**config.mk**
```make
export PLATFORM = sky130hd
export DESIGN_NAME = fifo_wr_arbiter
export DESIGN_NICKNAME = d
export VERILOG_FILES = /design/src/rtl/fifo_arb_pkg.sv /design/src/rtl/rr_pick.sv /design/src/rtl/fifo_wr_arbiter.sv
export SDC_FILE = /design/constraint.sdc
export NUM_CORES = 1
export LEC_CHECK = 0
export ABC_AREA = 1
export BUFFER_PORTS_ARGS = -buffer_cell sky130_fd_sc_hd__buf_2
export CORE_MARGIN = 2
export CORE_UTILIZATION = 40
export DETAILED_ROUTE_END_ITERATION = 7
export GPL_ROUTABILITY_DRIVEN = 0
export PLACE_DENSITY = 0.72
export SKIP_CTS_REPAIR_TIMING = 1
export SLEW_MARGIN = 10
export SYNTH_ARGS = -nofsm -noshare
export SYNTH_HDL_FRONTEND = slang
export SYNTH_SLANG_ARGS = --single-unit
export TNS_END_PERCENT = 10
```
**constraint.sdc**
```tcl
create_clock -name wclk -period 4 [get_ports wclk]
set_clock_uncertainty 0.2 [all_clocks]
set_input_delay 0.8 -clock wclk [delete_from_list [all_inputs] [get_ports wclk]]
set_output_delay 0.8 -clock wclk [all_outputs]
set_load 0.02 [all_outputs]
```
**src/rtl/fifo_arb_pkg.sv**
```systemverilog
// Shared types and helpers for the FIFO write-port arbiter.
package fifo_arb_pkg;

  // Arbiter control state: IDLE picks a new owner, BURST holds the port.
  typedef enum logic {
    IDLE  = 1'b0,
    BURST = 1'b1
  } state_t;

  // Index width for n items (ID_W = $clog2(NUM_REQ)); never narrower than one bit.
  function automatic int id_w(input int n);
    return (n > 1) ? $clog2(n) : 1;
  endfunction

endpackage

```
**src/rtl/rr_pick.sv**
```systemverilog
// Rotating-priority encoder: first asserted request strictly after ptr,
// wrapping around so that ptr itself has the lowest priority.
module rr_pick #(
  parameter int N    = 4,
  parameter int ID_W = 2
) (
  input  logic [N-1:0]    req,
  input  logic [ID_W-1:0] ptr,
  output logic [ID_W-1:0] idx,
  output logic            any
);

  // Scan ptr+1 .. ptr+N (mod N) and keep the first hit.
  always_comb begin
    // NOTE: every output gets a default first so no path leaves it unassigned (no latch).
    idx = '0;
    any = 1'b0;
    for (int k = 1; k <= N; k++) begin
      if (!any && req[(int'(ptr) + k) % N]) begin
        any = 1'b1;
        idx = ID_W'((int'(ptr) + k) % N);
      end
    end
  end

endmodule

```
**src/rtl/fifo_wr_arbiter.sv**
```systemverilog
// Round-robin burst arbiter sharing the async FIFO write port among
// NUM_REQ valid/ready producers. Fully combinational path to the FIFO.
module fifo_wr_arbiter
  import fifo_arb_pkg::*;
#(
  parameter  int DATA_SIZE = 12,
  parameter  int NUM_REQ   = 4,
  parameter  int MAX_BURST = 4,
  parameter  int CNT_W     = 16,
  localparam int ID_W      = id_w(NUM_REQ)
) (
  input  logic                         wclk,
  input  logic                         wrst,
  input  logic                         arb_en,
  input  logic [NUM_REQ-1:0]           req_valid,
  input  logic [NUM_REQ*DATA_SIZE-1:0] req_data,
  output logic [NUM_REQ-1:0]           req_ready,
  input  logic                         wFull,
  output logic                         winc,
  output logic [DATA_SIZE-1:0]         wData,
  output logic [ID_W-1:0]              grant_id,
  output logic                         busy,
  output logic [CNT_W-1:0]             wr_count
);

  // Counter must hold values up to MAX_BURST-1 plus the post-beat increment.
  localparam int BC_W = id_w(MAX_BURST + 1);

  state_t          state, state_nxt;
  logic [ID_W-1:0] rr_ptr, rr_ptr_nxt;
  logic [ID_W-1:0] grant_nxt;
  logic [BC_W-1:0] burst_cnt, burst_cnt_nxt;
  logic [ID_W-1:0] pick_idx, cand;
  logic            pick_any, cand_ok, beat;

  rr_pick #(
    .N    (NUM_REQ),
    .ID_W (ID_W)
  ) u_pick (
    .req (req_valid),
    .ptr (rr_ptr),
    .idx (pick_idx),
    .any (pick_any)
  );

  // Candidate selection and handshake toward producers and the FIFO.
  always_comb begin
    cand    = (state == BURST) ? grant_id : pick_idx;
    cand_ok = (state == BURST) || (arb_en && pick_any);
    req_ready = '0;
    if (wrst && !wFull && cand_ok) req_ready[cand] = 1'b1;
    beat  = |(req_valid & req_ready);
    winc  = beat;
    wData = beat ? req_data[cand*DATA_SIZE +: DATA_SIZE] : '0;
    busy  = wrst && ((state == BURST) || beat);
  end

  // Next-state logic: lock on first beat, rotate on burst end or release.
  always_comb begin
    state_nxt     = state;
    rr_ptr_nxt    = rr_ptr;
    grant_nxt     = grant_id;
    burst_cnt_nxt = burst_cnt;
    case (state)
      IDLE: begin
        if (beat) begin
          grant_nxt     = cand;
          burst_cnt_nxt = BC_W'(1);
          if (MAX_BURST == 1) rr_ptr_nxt = cand;
          else                state_nxt  = BURST;
        end
      end
      BURST: begin
        if (beat) begin
          if (burst_cnt == BC_W'(MAX_BURST - 1)) begin
            rr_ptr_nxt    = grant_id;
            burst_cnt_nxt = '0;
            state_nxt     = IDLE;
          end else begin
            burst_cnt_nxt = burst_cnt + 1'b1;
          end
        end else if (!req_valid[grant_id]) begin
          // Owner ran dry: give the port back; a full FIFO just stalls.
          rr_ptr_nxt    = grant_id;
          burst_cnt_nxt = '0;
          state_nxt     = IDLE;
        end
      end
      default: state_nxt = IDLE;
    endcase
  end

  // State, pointer, grant and beat counter registers.
  always_ff @(posedge wclk or negedge wrst) begin
    if (!wrst) begin
      state     <= IDLE;
      rr_ptr    <= ID_W'(NUM_REQ - 1);
      burst_cnt <= '0;
      grant_id  <= '0;
      wr_count  <= '0;
    end else begin
      // NOTE: non-blocking assignments so every register samples pre-edge values.
      state     <= state_nxt;
      rr_ptr    <= rr_ptr_nxt;
      burst_cnt <= burst_cnt_nxt;
      grant_id  <= grant_nxt;
      wr_count  <= wr_count + CNT_W'(beat);
    end
  end

endmodule

```
==> out/results.md <==
| Parameter | Value |
|---|---|
| Power density of the placed cells | 712.3 mW/mm2 |
| Unique masters post-synth | 27 |
| Share of the cycle needed by the critical path after routing | 95.24% |
| RSZ-0062 raised after global routing | yes |
| X dimension of the die | 71.53 um |
| Number of nets with antenna violations after detailed routing | 0 |
| Worst hold path type | flip-flop to flip-flop |
| DRC viols | 0 |
| Crit-path max FO | 15 |
| Detailed placer's ending HPWL | 4067 um |
| Buffer type at the clock tree root | sky130_fd_sc_hd__clkbuf_8 |
| Std-Cell Core Area | 0.004384 mm2 |
| Relative max-transition margin | 67.79% |
| Fillers | 415 |
| Final setup violating endpoints | 0 |
| Clock buffers created by TritonCTS | 3 |
| Share of post-route cells with drive strength above 1 | 40.67% |
| Number of nets in the layout | 419 |
| Worst R2R Start | rr_ptr[0] |
| Most frequent cells in the layout | sky130_fd_sc_hd__buf_2, sky130_fd_sc_hd__nand2_1, sky130_fd_sc_hd__inv_1, sky130_fd_sc_hd__dfrtp_1, sky130_fd_sc_hd__buf_4 |
| Clock tree sinks | 24 |
| Clock slew at reported path FFs | 0.09 ns |
| Antenna violations before repair | 0 |
| TritonRoute pass-1 iters | 4 |
| Final critical delay including setup and external delays | 3.810 ns |
| Area of combinational cells with multiple inputs | 0.001095 mm2 |
| First-pass GRT wire length | 8031 um |
| TritonCTS clock tree | done |
| Register cell area after layout | 603.1 um2 |
| Result of the run | completed |
| Worst-case hold slack | 0.2809 ns |
| Required time of the critical path | 3.00 ns |
| Via count of the first global-routing pass | 1,863 |
| Global routing usage summed across all routing layers | 19.49% |
| Maximum buffer depth of the clock tree | 2 |
| Die Y | 71.53 um |
| Number of hold-slack violations in the final timing report | 0 |
| Critical path type | flip-flop to primary output |
| Combined area of all synthesized cells | 0.001824 mm2 |
| P_leak | 1.410 nW |
| Worst min-delay path startpoint | burst_cnt[1] |
| Vias per cell | 4.995 |
| Seq/Total Area, Yosys | 33.06% |
| Number of max-capacitance violations reported | 0 |
| Starting DRT DRC Count | 97 |
| Hold path depth | 2 |
| Number of cell rows | 24 |
| YS warnings | 0 |
| Setup slack of the worst register-to-register path | 0.34 ns |
| Top Ports | 92 |
| Most common library cell in the layout ignoring fill and taps | sky130_fd_sc_hd__buf_2 |
| Maximum achievable frequency | 0.2625 GHz |
| Least-Margin Pin Slew | 0.4781 ns |
| Count of port buffers added during placement | 91 |
| # diodes | 0 |
| Detailed-route wire length | 5181 um |
| Mapped Nets | 315 |
| Hold worst-path end | burst_cnt[1] |
| Crit path arrival time | 2.81 ns |
| Mean post-synth cell area | 7.126 um2 |
| Number of synthesized register bits | 24 |
| Maximum number of pins on one net before global-route repair | 26 |
| Final slew viol count | 0 |
| IR drop worst, VDD | 406.2 uV |
| Number of instances in the synthesized netlist | 256 |
| Total congestion overflow | 0 |
| Wire per inst | 12.61 um |
| Signed area change from the synthesized netlist to the final layout | 37.65% |
| Total Power Consumption | 0.001789 W |
| H-tree depth reported by CTS | 1 |
| Die outline area | 0.005117 mm2 |
| Reg2Reg Depth | 25 |
| Starting Density | 41.61% |
| Clock latency reported for the late side of the worst-skew pair | 0.27 ns |
| Startpoint kind of the worst setup timing path | flip-flop |
| Number of vias after detailed routing | 2,053 |
| CP endpoint kind | primary output |
| Worst r2r dst | wr_count[14] |
metal layers:
metal	GRT usage [%]	part of all wire (%)	vias up
met3	3.516	7.8	10
met4	4.193	1.7	0
met1	23.86	42	910
li1	-	-	1049
met2	35.60	48	84
met5	0	0	-
power breakdown:
group | switching (W) | total (W) | internal [W]
Combinational | 0.000799 | 0.00121 | 0.000409
Clock | 0.0000733 | 0.000207 | 0.000134
Sequential | 0.0000711 | 0.000373 | 0.000302
cell usage after synthesis:
master | count | share of area [%]
sky130_fd_sc_hd__nand2_1 | 77 | 16
sky130_fd_sc_hd__inv_1 | 24 | 4.9
sky130_fd_sc_hd__dfrtp_1 | 22 | 30
sky130_fd_sc_hd__nand3_1 | 14 | 3.8
sky130_fd_sc_hd__xor2_1 | 14 | 6.7
sky130_fd_sc_hd__nor2_1 | 13 | 2.7
sky130_fd_sc_hd__a22oi_1 | 12 | 4.9
sky130_fd_sc_hd__a31oi_1 | 12 | 4.1
sky130_fd_sc_hd__nand2_2 | 11 | 3.8
sky130_fd_sc_hd__nor3_1 | 8 | 2.2
sky130_fd_sc_hd__buf_2 | 6 | 1.6
sky130_fd_sc_hd__nand4_1 | 6 | 2.1
sky130_fd_sc_hd__inv_2 | 5 | 1.0
sky130_fd_sc_hd__o21ai_0 | 5 | 1.4
sky130_fd_sc_hd__a21oi_1 | 4 | 1.1
sky130_fd_sc_hd__nand3_2 | 4 | 2.2
sky130_fd_sc_hd__ha_1 | 3 | 2.1
sky130_fd_sc_hd__nor2_2 | 3 | 1.0
sky130_fd_sc_hd__dfstp_2 | 2 | 2.9
sky130_fd_sc_hd__nand2_4 | 2 | 1.2
sky130_fd_sc_hd__nor2_4 | 2 | 1.2
sky130_fd_sc_hd__o21ai_1 | 2 | 0.55
sky130_fd_sc_hd__a21boi_0 | 1 | 0.41
sky130_fd_sc_hd__a21oi_2 | 1 | 0.48
sky130_fd_sc_hd__buf_4 | 1 | 0.41
sky130_fd_sc_hd__o21ai_2 | 1 | 0.48
sky130_fd_sc_hd__o21bai_2 | 1 | 0.62
how the worst max path moves through the flow:
| stage | start | to |
|---|---|---|
| after floorplan | req_valid[0] | wr_count[15] |
| after global placement | req_valid[1] | wr_count[15] |
| after detailed placement | req_valid[0] | wr_count[15] |
| after CTS | rr_ptr[0] | busy |
| after global routing | rr_ptr[0] | wr_count[15] |
| final | rr_ptr[0] | busy |
layout make-up:
type / count / area share (%)
Clock buffer: 3 / 1.644
Tap cell: 52 / 2.591
Timing Repair Buffer: 106 / 22.62
Multi-Input combinational cell: 196 / 43.60
Inverter: 29 / 4.335
Clock inverter: 1 / 1.196
Sequential cell: 24 / 24.02
registers in the layout, indices dropped and copies added (netlist names):
signal     count
wr_count      16
burst_cnt      3
grant_id       2
rr_ptr         2
state          1
logic make-up (layout without fill, tap and decap cells):
logic type | count (synthesis) | count (layout) | synth area share (%)
simple gates | 140 | 140 | 36.08
compound gates | 39 | 39 | 14.06
buf+inv | 36 | 139 | 8.025
flops | 24 | 24 | 33.06
xor+xnor | 14 | 14 | 6.722
fa+ha+maj | 3 | 3 | 2.058
metrics by stage:
step,util (%),worst slack (ns),setup TNS (ns),cell area (um2),instances
floorplan,-,0.2228,0,1824,256
global placement,54.68,0.07363,0,2397,404
detailed placement,54.68,0.0004892,0,2397,404
CTS,56.31,0.1539,0,2469,408
global route,57.28,-0.04165,-0.08084,2511,411
finish,57.28,0.1902,0,2511,411
critical path: stages, from the launching register on:
cell and delay (ns):
sky130_fd_sc_hd__dfstp_2 0.60, sky130_fd_sc_hd__inv_2 0.11, sky130_fd_sc_hd__nand2_1 0.07, sky130_fd_sc_hd__nand2_1 0.09, sky130_fd_sc_hd__nand2_2 0.10, sky130_fd_sc_hd__nand2_2 0.08, sky130_fd_sc_hd__nor2_4 0.11, sky130_fd_sc_hd__nand3_2 0.07
sky130_fd_sc_hd__nand2_2 0.08, sky130_fd_sc_hd__nor2_1 0.05, sky130_fd_sc_hd__nor2_2 0.17, sky130_fd_sc_hd__nor2_2 0.07, sky130_fd_sc_hd__nand3_1 0.08, sky130_fd_sc_hd__nand2_2 0.07, sky130_fd_sc_hd__buf_4 0.14, sky130_fd_sc_hd__nor2_4 0.33
sky130_fd_sc_hd__a21boi_0 0.14, sky130_fd_sc_hd__buf_2 0.19
Note: power is estimated with default switching activity, not from simulation.
